[config.mk]
export PLATFORM = sky130hd
export DESIGN_NAME = color_manager_raster_counter
export DESIGN_NICKNAME = d
export VERILOG_FILES = /design/src/rtl/color_manager_pkg.sv /design/src/rtl/color_manager_window_count.sv /design/src/rtl/color_manager_raster_counter.sv
export SDC_FILE = /design/constraint.sdc
export NUM_CORES = 1
export LEC_CHECK = 0
export ABC_AREA = 1
export BUFFER_PORTS_ARGS = -buffer_cell sky130_fd_sc_hd__buf_2
export CAP_MARGIN = 0
export CORE_AREA = 2 2 132 121
export CTS_CLUSTER_DIAMETER = 200
export DETAILED_ROUTE_END_ITERATION = 8
export DIE_AREA = 0 0 134 123
export GPL_TIMING_DRIVEN = 0
export PLACE_DENSITY = 0.57
export SYNTH_ARGS = -nofsm -noshare
export SYNTH_HDL_FRONTEND = slang
export SYNTH_SLANG_ARGS = --single-unit
[constraint.sdc]
create_clock -name Clk -period 6.75 [get_ports Clk]
set_clock_uncertainty 0.1 [all_clocks]
set_input_delay 0.3375 -clock Clk [delete_from_list [all_inputs] [get_ports Clk]]
set_output_delay 0.3375 -clock Clk [all_outputs]
set_load 0.03 [all_outputs]
[src/rtl/color_manager_pkg.sv]
// Shared types and helpers for the Color_Manager raster position logic.
// Porch pairs travel as a fixed-width struct; narrower counters zero-extend into it.
package color_manager_pkg;

  localparam int H_WIDTH_DEF = 12;
  localparam int V_WIDTH_DEF = 11;
  localparam int PORCH_W     = 16;

  typedef struct packed {
    logic [PORCH_W-1:0] back;
    logic [PORCH_W-1:0] front;
  } porch_set_t;

  function automatic logic sync_correct(input logic sync, input logic pol);
    return pol ? sync : ~sync;
  endfunction

endpackage

[src/rtl/color_manager_window_count.sv]
// One raster axis: shadowed porch pair, saturating window counter and the
// strict back < count < front active test with the 0-based active offset.
module color_manager_window_count
  import color_manager_pkg::*;
#(
  parameter int W = H_WIDTH_DEF
) (
  input  logic         clk,
  input  logic         rst,
  input  logic         window,
  input  logic         inc_en,
  input  logic         load,
  input  porch_set_t   porch,
  output logic [W-1:0] count,
  output logic         active,
  output logic [W-1:0] offset,
  output logic         sat
);

  porch_set_t         shadow;
  logic [PORCH_W-1:0] count_ext;

  always_ff @(posedge clk or posedge rst) begin
    if (rst) begin
      shadow <= '0;
    end else if (load) begin
      shadow <= porch;
    end
  end

  // Closing the window always wins; otherwise count up and stick at all-ones.
  always_ff @(posedge clk or posedge rst) begin
    if (rst) begin
      count <= '0;
    end else if (!window) begin
      count <= '0;
    end else if (inc_en && !sat) begin
      count <= count + W'(1);
    end
  end

  assign sat       = &count;
  assign count_ext = PORCH_W'(count);
  assign active    = (shadow.back < count_ext) && (count_ext < shadow.front);
  assign offset    = W'(count_ext - shadow.back - PORCH_W'(1));

endmodule

[src/rtl/color_manager_raster_counter.sv]
// Raster position generator: H/V window counters plus registered pixel strobe,
// active-area coordinates, line/frame start pulses and a sticky overflow flag.
module color_manager_raster_counter
  import color_manager_pkg::*;
#(
  parameter int H_WIDTH  = H_WIDTH_DEF,
  parameter int V_WIDTH  = V_WIDTH_DEF,
  parameter bit SYNC_POL = 1'b1
) (
  input  logic               Clk,
  input  logic               Rst,
  input  logic               HSync,
  input  logic               VSync,
  input  logic [H_WIDTH-1:0] HBackPorch,
  input  logic [H_WIDTH-1:0] HFrontPorch,
  input  logic [V_WIDTH-1:0] VBackPorch,
  input  logic [V_WIDTH-1:0] VFrontPorch,
  input  logic               Err_Clr,
  output logic               Pixel_Valid,
  output logic [H_WIDTH-1:0] PixelX,
  output logic [V_WIDTH-1:0] PixelY,
  output logic               Line_Start,
  output logic               Frame_Start,
  output logic               Overflow
);

  logic               hs, vs, hs_d, hs_fall;
  porch_set_t         h_porch, v_porch;
  logic [H_WIDTH-1:0] h_count, h_off;
  logic [V_WIDTH-1:0] v_count, v_off;
  logic               h_act, v_act, h_sat, v_sat;
  logic               valid_nx, line_nx, frame_nx, ovf_set;
  logic [H_WIDTH-1:0] x_nx;
  logic [V_WIDTH-1:0] y_nx;

  assign hs      = sync_correct(HSync, SYNC_POL);
  assign vs      = sync_correct(VSync, SYNC_POL);
  assign hs_fall = hs_d & ~hs;

  assign h_porch.back  = PORCH_W'(HBackPorch);
  assign h_porch.front = PORCH_W'(HFrontPorch);
  assign v_porch.back  = PORCH_W'(VBackPorch);
  assign v_porch.front = PORCH_W'(VFrontPorch);

  // Porches are only sampled outside the frame window so a frame is self-consistent.
  color_manager_window_count #(.W(H_WIDTH)) u_h_count (
    .clk    (Clk),
    .rst    (Rst),
    .window (hs),
    .inc_en (1'b1),
    .load   (~vs),
    .porch  (h_porch),
    .count  (h_count),
    .active (h_act),
    .offset (h_off),
    .sat    (h_sat)
  );

  color_manager_window_count #(.W(V_WIDTH)) u_v_count (
    .clk    (Clk),
    .rst    (Rst),
    .window (vs),
    .inc_en (hs_fall),
    .load   (~vs),
    .porch  (v_porch),
    .count  (v_count),
    .active (v_act),
    .offset (v_off),
    .sat    (v_sat)
  );

  // Pixel_Valid is a pure strobe: no backpressure, consumers must take each valid cycle.
  assign valid_nx = hs & h_act & vs & v_act;
  assign x_nx     = valid_nx ? h_off : '0;
  assign y_nx     = valid_nx ? v_off : '0;
  assign line_nx  = valid_nx & (x_nx == '0);
  assign frame_nx = line_nx & (y_nx == '0);
  assign ovf_set  = (h_sat & hs) | (v_sat & hs_fall & vs);

  always_ff @(posedge Clk or posedge Rst) begin
    if (Rst) begin
      hs_d        <= 1'b0;
      Pixel_Valid <= 1'b0;
      PixelX      <= '0;
      PixelY      <= '0;
      Line_Start  <= 1'b0;
      Frame_Start <= 1'b0;
      Overflow    <= 1'b0;
    end else begin
      hs_d        <= hs;
      Pixel_Valid <= valid_nx;
      PixelX      <= x_nx;
      PixelY      <= y_nx;
      Line_Start  <= line_nx;
      Frame_Start <= frame_nx;
      Overflow    <= ovf_set | (Overflow & ~Err_Clr);
    end
  end

endmodule

-- Word level (Yosys, flattened, before mapping)
Cells that the tools add are included.
- word-level logic and storage cells: 53
- input port bits: 51
- flip-flop bits (word level): 97
- output and inout bits: 27
- equality and inequality tests: 2
- magnitude comparators: 4
- multiplexer cells: 6
- add/subtract/negate cells: 6
- bitwise logic cells: 14
- reduce and logical (&&, ||, !) cells: 8
- operator list (operator ; number):
    two-way mux 12 bit ; 3
    two-way mux 11 bit ; 3
    less-than comparator 12 bit ; 2
    less-than comparator 11 bit ; 2
    adder 12 x 1 -> 12 bit (second input constant) ; 1
    logical NOT 12 bit ; 1
    AND reduction 12 bit ; 1
    subtractor 12 x 1 -> 12 bit (second input constant) ; 1
    subtractor 12 bit ; 1
    adder 11 x 1 -> 11 bit (second input constant) ; 1
    logical NOT 11 bit ; 1
    AND reduction 11 bit ; 1
    subtractor 11 x 1 -> 11 bit (second input constant) ; 1
    subtractor 11 bit ; 1
    bitwise AND 1 bit ; 10
    logical AND 1 bit ; 3
    inequality test 2 x 1 -> 1 bit (second input constant) ; 1
    inequality test 2 bit (second input constant) ; 1
    NOT 1 bit ; 2
    OR 1 bit ; 2
    logical NOT 1 bit ; 1

-- Depth between registers and ports, before layout
Gate-level depths: netlist (run 1).
- word-level depth: 9
- depth in mapped cells: 19
- mapped depth without buffers: 19

-- Hierarchy
A second synthesis (run 1) with hierarchy kept.
- cells, all modules: 867
- area, all modules: 6876.6 um^2
- by module, submodules not included (module ; area an instance (um^2) ; cells each ; sequential area each (um^2) ; instances):
    color_manager_window_count at u_h_count ; 3012.9 ; 396 ; 1101.1 ; 1
    color_manager_window_count at u_v_count ; 2805.2 ; 360 ; 1076.0 ; 1
    color_manager_raster_counter ; 1058.5 ; 111 ; 700.7 ; 1

-- Worst setup path before layout (run 1)
Ideal clock, no wire load.
- path kind: register to register
- start point: register u_h_count.shadow[16] (netlist name)
- end point: register Frame_Start
- arrival: 1.954 ns
- cell stages (with the launch flop): 20
- data required time: 6.579 ns
- buffers on the path: 0
- clock period less this slack: 2.126 ns
- setup time: 0.071 ns
- slack: 4.624 ns
- cell sequence: dfrtp_1 -> inv_1 -> ha_1 -> inv_1 -> fa_1 -> inv_1 -> nand3_1 -> nand2_1 -> nand2_1 -> nand2_1 -> nand2_1 -> nand2_1 -> nand2_1 -> inv_1 -> nand4_2 -> clkinv_1 -> nand2_1 -> nor2_2 -> nand2_1 -> nor2_1
- longest elaborated chain between the ends: 9
- elaborated cells on any way between the ends: 13
- those cells by class: add/sub: 2; order compare: 1; mux: 2; bitwise: 5; reduce/logical: 3
- ends and longest elaborated chain (item ; RTL line ; source):
    start: declaration ; color_manager_window_count.sv:20 ; porch_set_t shadow;
    start signal: assignment ; color_manager_window_count.sv:27 ; shadow <= porch;
    branches (longest 8 deep; another with subtractor 12 bit) ; n/a ;
    bitwise AND 1 bit * ; color_manager_raster_counter.sv:77 ; assign frame_nx = line_nx & (y_nx == '0);
    named net frame_nx ; color_manager_raster_counter.sv:32 ; logic valid_nx, line_nx, frame_nx, ovf_set;
    end signal: assignment ; color_manager_raster_counter.sv:95 ; Frame_Start <= frame_nx;
    end: declaration ; color_manager_raster_counter.sv:23 ; output logic Frame_Start,
Mark *: on every way through the listed nets, which the timed path passes.
A chain may end at the register's enable or synchronous reset.

-- Worst setup path after layout (run 1)
Ends and elaborated chain as after synthesis.

==> impl_summary.txt, run 1 <==
----------------------------------------------------
[Outcome]
  Run status ... finished, final reports clean

[Clock tree]
  Clock tree root buffer cell ... sky130_fd_sc_hd__clkbuf_16
  Clock latency on the worst-skew pair ... about 0.35 ns
  TritonCTS clock tree ... built
  CTS Buf Count ... 9
  Clock edge transition at the registers on the reported setup and hold paths ... 0.07 ns
  Number of setup buffers added after CTS ... 0
  CTS H-tree depth ... 3
  Clock Sink Count ... 97
  Max Root-Sink Buffers ... 2
  Number of buffers added to fix hold violations after cts ... 1
  Resized cells post-CTS ... 0

[STA]
  Setup repair after global routing missed its margin ... no
  Setup-failing EPs final ... 0
  Fin crit share ... around 37%
  Min cycle time layout ... 2.502 ns
  Transition time at the pin with the least slew margin ... roughly 0.54 ns
  Hold violation total from the final report ... 0
  Final Max Slew Viols ... 0
  Slew HR ... a little under two thirds
  Setup TNS ... 0 ns
  Max Freq ... ~0.4 GHz

[Logic synthesis]
  Primary flip-flop cell chosen by synthesis mapping ... sky130_fd_sc_hd__dfrtp_1
  Fraction of synthesized area in multiplexers ... 0%
  Synth async-reset ratio ... between 90% and 100%
  Compound-gate portion of the synthesized area ... a little under an eighth
  Top cell type by total area after synthesis ... sky130_fd_sc_hd__dfrtp_1
  Simple-gate share of the synthesized area ... between 20% and 30%
  Gate Count Post-Synth ... just under 800
  Cell area after technology mapping ... about 0.006 mm^2
  Most used standard cell by instance count after synthesis ... sky130_fd_sc_hd__nand2_1
  Total of warnings raised by yosys ... 0
  Top cells by count, synth ... sky130_fd_sc_hd__nand2_1 (195), sky130_fd_sc_hd__inv_1 (147), sky130_fd_sc_hd__dfrtp_1 (97)
  Largest family of logic cells by synthesized area ... simple AND/OR/NAND/NOR gates
  Synthesized flop and latch total ... 97
  Total nets after synthesis ... 888
  Area share of the largest cell type after synthesis ... about 40%
  Register area share after synthesis ... 40.68%
  XOR/XNOR Fraction of Synth Area ... less than 1%
  Distinct cells, synth ... 36
  Ranking of synthesized cells by area ... sky130_fd_sc_hd__dfrtp_1 (41%), sky130_fd_sc_hd__ha_1 (14%), sky130_fd_sc_hd__nand2_1 (12%), sky130_fd_sc_hd__inv_1 (9.2%), sky130_fd_sc_hd__o21ai_0 (5.1%)
  Adder-cell area share of the yosys netlist ... between 10% and 20%
  Number of enable-type register cells in the synthesized netlist ... 0
  Mean area per synthesized cell ... 7.749 um^2

[Critical path]
  CP required ... ~6.9 ns
  Maximum fanout along the worst path ... 3
  Worst Setup End Kind ... flop
  Startpoint types ... flop
  Arrival time of data at the critical path endpoint ... approximately 2.7 ns
  Category of the critical setup timing path ... flop to flop

[Finish]
  FF/Latch Area ... roughly 0.0024 mm^2
  Number of diodes added for antenna fixing ... 0
  Number of fillers in the final layout ... 1550
  Layout cell share with drive strength beyond 1 ... about an eighth
  Area Growth Syn to Fin ... 16.31%
  Number of nets in the layout ... around 1000
  Final std cell area, no fill ... ~0.007 mm^2
  Total area of multi-input combinational cells ... 0.002927 mm^2
  Fin util ... around 46%

[Floorplan]
  Die Wd ... about 130 um
  Starting density of the core ... a little under 40%
  Chip height ... roughly 120 um
  Number of standard-cell rows in the floorplan ... 43
  Core box area ... between 0.015 and 0.02 mm^2
  Number of top-level design ports ... 78
  Total Die Area ... approximately 0.016 mm^2

[Pwr]
  Switching component of the power ... between 0.3 and 0.4 mW
  Register share of total power ... 45.6%
  Pwr/cell area ... slightly below 200 mW/mm^2
  Clock share of power ... approximately two fifths
  Switching share of power ... about 28%
  Worst vdd ir ... about 0.00013 V
  Share of power burned in combinational logic ... roughly 16%
  Leakage power ... roughly 3.9 nW
  Internal power consumption ... 0.9865 mW

[Min path]
  Class of the most critical hold timing path ... primary input to flop

[Drt]
  Via count normalized by instance count ... 4.609
  Detailed Route Iter0 Violations ... about 320
  Drc violations ... 0
  Sum of routed wire length over all layers ... 13.81 mm
  First-pass detailed-route iteration total ... 5
  Wire length per cell ... roughly 13 um
  Vias after detailed routing ... between 4k and 5k
  Antenna Violating Nets Remaining ... 0

[GRT]
  Vias in the first global route ... between 4k and 5k
  Met2 GRT Util ... between 20% and 30%
  Met1 usage in global routing ... about a quarter
  GR Layer Usage met3 ... under 10%
  Antenna violations before repair ... 0
  Layer carrying the most global-route usage ... met2
  Global-route wire length before repair ... between 20 and 25 mm
  Global route overflow ... 0
  Global-route usage over all layers ... a little under a fifth
  Largest net degree at the start of global routing ... 66

[Placement]
  Cell area reported after detailed placement ... about 0.0066 mm^2
  Final RePlAce weighted congestion ... about 0.89
  Number of port buffers ... 77
  DPL Wire Length ... 10.91 mm

[Run]
  Maximum Capacitance Violations ... 0

----------------------------------------------------
-- layout by cell type, fill, tap and decap left out, drive strengths merged, types with 3 or more instances in the layout --
cell and n:
a21oi 40, nand4 10, o21ai 62, or2 3, ha 65, o21bai 5
buf 80, o211ai 3, nand3b 3, nand3 31, clkbuf 22, inv 148
xor2 3, a211oi 6, nand2 199, nor2 58, dfrtp 97, nor3 13
clkinv 3
-- through the flow --
stage	setup slack [ns]	power, mW	hold slack (ns)	cells
final	4.248	1.370	0.02151	1066
after global routing	3.990	1.457	0.01976	1066
after global placement	2.444	0.8567	0.3699	1049
after CTS	4.262	1.391	0.01447	1066
after floorplan	3.779	0.7907	0.2689	770
after detailed placement	4.287	0.8604	0.2853	1050
-- worst max-delay path, cell delays in order, from the launching register on --
cell and delay (ns):
sky130_fd_sc_hd__dfrtp_1 0.36, sky130_fd_sc_hd__inv_1 0.10, sky130_fd_sc_hd__ha_1 0.18, sky130_fd_sc_hd__inv_1 0.06, sky130_fd_sc_hd__fa_1 0.43, sky130_fd_sc_hd__inv_1 0.13, sky130_fd_sc_hd__nand3_1 0.07, sky130_fd_sc_hd__nand2_1 0.12
sky130_fd_sc_hd__nand2_1 0.08, sky130_fd_sc_hd__nand2_1 0.06, sky130_fd_sc_hd__nand2_1 0.05, sky130_fd_sc_hd__nand2_1 0.10, sky130_fd_sc_hd__nand2_1 0.06, sky130_fd_sc_hd__inv_1 0.06, sky130_fd_sc_hd__nand4_2 0.10, sky130_fd_sc_hd__clkinv_1 0.06
sky130_fd_sc_hd__nand2_1 0.05, sky130_fd_sc_hd__nor2_2 0.08, sky130_fd_sc_hd__nand2_1 0.07, sky130_fd_sc_hd__nor2_1 0.10
-- area by class of cell --
cell class | instances | area share (%)
Clock buffer | 11 | 3.497
Sequential cell | 97 | 34.97
Multi-Input combinational cell | 512 | 42.17
Timing Repair Buffer | 79 | 6.093
Buffer | 13 | 0.8293
Tap cell | 202 | 3.642
Inverter | 148 | 8.040
Clock inverter | 4 | 0.7572
-- power groups by stage --
| stage | Sequential [mW] | Clock, mW | Combinational [mW] |
|---|---|---|---|
| 2_1_floorplan | 0.641 | 0 | 0.150 |
| 5_1_grt | 0.628 | 0.567 | 0.262 |
| 3_3_place_gp | 0.636 | 0 | 0.221 |
| 4_1_cts | 0.625 | 0.540 | 0.226 |
| 3_5_place_dp | 0.636 | 0 | 0.224 |
| 6_report | 0.625 | 0.522 | 0.223 |
-- worst paths after layout --
path	start	to	slack, ns	cells past startpoint
worst max-delay path	u_h_count.shadow[16]$_DFFE_PP0N_	Frame_Start$_DFF_PP0_	4.25	19
worst min-delay path	HSync	hs_d$_DFF_PP0_	0.02	1
worst max register to register	u_h_count.shadow[16]$_DFFE_PP0N_	Frame_Start$_DFF_PP0_	4.25	19
worst min register to register	u_v_count.shadow[0]$_DFFE_PP0N_	u_v_count.shadow[0]$_DFFE_PP0N_	0.39	2
max in group asynchronous	Rst	u_h_count.count[2]$_DFFE_PP0N_	5.44	4
min in group asynchronous	Rst	PixelY[10]$_DFF_PP0_	0.45	3
-- routing by layer --
| metal | vias to the layer above | routed length, um | share of wire (%) |
|---|---|---|---|
| met1 | 2197 | 7421 | 54 |
| met3 | 18 | 577 | 4.2 |
| li1 | 2603 | - | - |
| met5 | - | 0 | 0 |
| met2 | 95 | 5540 | 40 |
| met4 | 0 | 265 | 1.9 |
-- flip-flops by register name, summed over array words and instances, names as in the netlist --
signal and flops:
u_v_count.count 11, Line_Start 1, u_v_count.shadow 22, PixelY 11, u_h_count.shadow 24, hs_d 1
u_h_count.count 12, PixelX 12, Pixel_Valid 1, Frame_Start 1, Overflow 1
-- logic make-up (layout without fill, tap and decap cells) --
| logic type | after synthesis | in the layout |
|---|---|---|
| flip-flops | 97 | 97 |
| AND/OR/NAND/NOR | 317 | 317 |
| AO/OA/AOI/OAI | 123 | 123 |
| XOR/XNOR | 5 | 5 |
| buffers and inverters | 161 | 255 |
| adder cells (fa/ha/maj) | 67 | 67 |
Power figures use the tool's default switching activity.
==> inputs of run 2 (changes only) <==
Clock period 6.75 ns to 2.4 ns, I/O delays scaled along.
==> impl_summary.txt, run 2 (synthesis results as in run 1) <==
----------------------------------------------------
[Floorplan]
  Total Die Area ... 0.01648 mm^2 (unchanged)
  Die Wd ... 134 um (unchanged)
  Core box area ... 0.01512 mm^2 (unchanged)
  Starting density of the core ... 39.47% (unchanged)
  Chip height ... 123 um (unchanged)
  Number of top-level design ports ... 78 (unchanged)
  Number of standard-cell rows in the floorplan ... 43 (unchanged)

[Finish]
  Max FFs per register ... 24 (unchanged)
  Number of diodes added for antenna fixing ... 0 (unchanged)
  Commonest non-fill, non-tap cells in the layout ... sky130_fd_sc_hd__nand2_1 (182), sky130_fd_sc_hd__inv_1 (136), sky130_fd_sc_hd__dfrtp_1 (83), sky130_fd_sc_hd__buf_2 (78), sky130_fd_sc_hd__o21ai_0 (58)
  Top flop regs ... u_h_count.shadow x24, u_v_count.shadow x22
  Layout cell share with drive strength beyond 1 ... 21.34% (+8.4 points)
  Area Growth Syn to Fin ... 31.47%
  Number of standard cells in the final layout excluding fillers ... 1139 (+6.8%)
  Reg with most FFs ... u_h_count.shadow
  Final std cell area, no fill ... 0.007845 mm^2 (+13%)
  Most common cell after layout, fill and taps aside ... sky130_fd_sc_hd__nand2_1
  Number of nets in the layout ... 1050 (+7.4%)

[Clock tree]
  CTS H-tree depth ... 3 (unchanged)
  Clock tree root buffer cell ... sky130_fd_sc_hd__clkbuf_16
  CTS Buf Count ... 9 (unchanged)
  Clock Sink Count ... 97 (unchanged)
  Clock edge transition at the registers on the reported setup and hold paths ... 0.07 ns (about the same)
  Max Root-Sink Buffers ... 2 (unchanged)
  Clock latency on the worst-skew pair ... 0.36 ns (about the same)
  TritonCTS clock tree ... built

[Drt]
  Drc violations ... 0 (unchanged)
  Detailed Route Iter0 Violations ... 338 (+4.6%)
  Via count normalized by instance count ... 4.586 (-0.48%)
  Wire length per cell ... 12.93 um (-0.19%)
  Sum of routed wire length over all layers ... 14.72 mm (+6.6%)
  Antenna Violating Nets Remaining ... 0 (unchanged)
  Vias after detailed routing ... 5224 (+6.3%)
  First-pass detailed-route iteration total ... 4 (-1)

[Critical path]
  Worst Setup End Kind ... flop
  Maximum fanout along the worst path ... 7 (+4)
  Arrival time of data at the critical path endpoint ... 2.50 ns (-0.18 ns)
  Worst stage delay on the critical path ... 0.45 ns (+0.02 ns)
  Series of cell instances along the critical path ... inv_1 -> ha_2 -> a21oi_2 -> nand2_2 -> nand2_1 -> nand2_1 -> nand2_2 -> nand4_1 -> nor2_4 -> buf_6 -> nand3_1 -> nand3_1 -> nor2_1
  Category of the critical setup timing path ... flop to flop
  Crit path max-delay cell type ... sky130_fd_sc_hd__dfrtp_2
  Category of cells accounting for the largest share of critical-path delay ... simple AND/OR/NAND/NOR gates
  Total buffers and inverters traversed by the critical path ... 2 (-3)
  Startpoint types ... flop
  CP required ... 2.54 ns (-4.39 ns)

[STA]
  Max Freq ... 0.4234 GHz (+6.0%)
  Transition time at the pin with the least slew margin ... 0.5881 ns (+0.04516 ns)
  Final Max Slew Viols ... 0 (unchanged)
  Setup repair after global routing missed its margin ... yes
  Fin crit share ... 98.41% (+61 points)
  Setup-failing EPs final ... 0 (unchanged)
  Hold violation total from the final report ... 0 (unchanged)
  Min cycle time layout ... 2.362 ns (-0.1406 ns)
  Slew HR ... 60.79% (-3.0 points)

[Min path]
  Class of the most critical hold timing path ... primary input to flop

[Pwr]
  Share of power burned in combinational logic ... 19.1% (+2.8 points)
  Register share of total power ... 43.7% (-1.9 points)
  Clock share of power ... 37.2% (-0.9 points)
  Pwr/cell area ... 514.0 mW/mm^2 (+160%)
  Switching share of power ... 28.40% (+0.39 points)
  Worst vdd ir ... 0.0004011 V (+210%)
  Leakage power ... 4.227 nW (+7.7%)
  Switching component of the power ... 1.145 mW (+200%)
  Internal power consumption ... 2.887 mW (+190%)

[GRT]
  Layer carrying the most global-route usage ... met2
  Global-route usage over all layers ... 18.53% (+0.27 points)
  Met2 GRT Util ... 29.78% (+2.4 points)
  Met1 usage in global routing ... 25.80% (-0.79 points)
  GR Layer Usage met3 ... 4.264% (+1.4 points)
  Global route overflow ... 0 (unchanged)
  Antenna violations before repair ... 0 (unchanged)
  Global-route wire length before repair ... 23.92 mm (+1.9%)
  Largest net degree at the start of global routing ... 40 (-39%)
  Vias in the first global route ... 4891 (+2.0%)

[Placement]
  Placed instance count ... 1051 (+0.095%)
  DPL Wire Length ... 11.08 mm (+1.5%)
  Number of port buffers ... 77 (unchanged)
  Final RePlAce weighted congestion ... 0.8936 (+0.94%)
  Cell area reported after detailed placement ... 0.006649 mm^2 (+0.21%)

[Run]
  Maximum Capacitance Violations ... 0 (unchanged)

[Outcome]
  Run status ... finished, final reports clean

----------------------------------------------------
==> run 2: cell types whose count changed in the layout (fill, tap and decap cells not counted), sizes merged <==
cell / delta
clkinv: -1
dlygate4sd3: +48
buf: +24
clkinvlp: +2
==> run 2: power by group through the flow <==
stage	clock [mW]	combinational (mW)	sequential [mW]
finish	1.50	0.772	1.76
global route	1.60	0.882	1.77
CTS	1.54	0.707	1.76
detailed placement	0	0.634	1.79
global placement	0	0.623	1.79
floorplan	0	0.422	1.80
==> run 2: final timing paths <==
| check | cells past startpoint | start | slack, ns | to |
|---|---|---|---|---|
| hold reg to reg | 2 | u_v_count.shadow[0]$_DFFE_PP0N_ | 0.40 | u_v_count.shadow[0]$_DFFE_PP0N_ |
| min in group asynchronous | 3 | Rst | 0.26 | PixelX[5]$_DFF_PP0_ |
| setup / recovery | 13 | u_h_count.count[3]$_DFFE_PP0N_ | 0.04 | Frame_Start$_DFF_PP0_ |
| hold / removal | 4 | Err_Clr | 0.06 | Overflow$_DFF_PP0_ |
| setup reg to reg | 13 | u_h_count.count[3]$_DFFE_PP0N_ | 0.04 | Frame_Start$_DFF_PP0_ |
| max in group asynchronous | 5 | Rst | 1.09 | u_v_count.count[5]$_DFFE_PP0P_ |
==> run 2: layout make-up <==
| type | count | area [um^2] |
|---|---|---|
| fillers | 1476 | 7273 |
| multi-input cells | 512 | 3123 |
| flip-flops and latches | 97 | 2445 |
| repair buffers | 151 | 1105 |
| inverters | 148 | 559.3 |
| well taps | 202 | 252.7 |
| clock buffers | 11 | 242.7 |
| clock inverters | 5 | 60.06 |
| plain buffers | 13 | 57.56 |
==> run 2: layer usage <==
layer,vias to the layer above,part of all wire [%],wire (um)
met1,2365,51,7464
met2,107,44,6449
met3,9,4.5,660
li1,2743,-,-
met4,0,1.0,148
met5,-,0,0
==> run 2: repair_timing <==
action	in CTS	in global routing
cloned	0	0
pin swaps	3	19
endpoints found under the hold margin	75	0
buffers inserted	4	19
gates resized for setup	5	65
endpoints found under the setup margin	12	21
hold buffers	49	0
==> run 2: per-stage QoR <==
stage / worst slack [ns] / power [mW] / TNS (ns) / utilization (%) / hold WS [ns]
final: 0.03823 / 4.032 / 0 / 51.89 / 0.05717
after global routing: -0.07969 / 4.254 / -0.1504 / 51.89 / 0.08736
after CTS: 0.001601 / 4.001 / 0 / 49.62 / 0.02733
after detailed placement: -0.04793 / 2.424 / -0.1612 / 43.98 / 0.1087
after global placement: -0.06334 / 2.411 / -0.2659 / 43.71 / 0.1752
after floorplan: 0.2744 / 2.224 / 0 / - / 0.05143
==> run 2: tightest hold or removal path, delay by kind of cell <==
| kind | cells | cell delay (ns) |
|---|---|---|
| buffers and inverters | 2 | 0.13 |
| AND/OR/NAND/NOR | 1 | 0.06 |
| AO/OA/AOI/OAI | 1 | 0.14 |
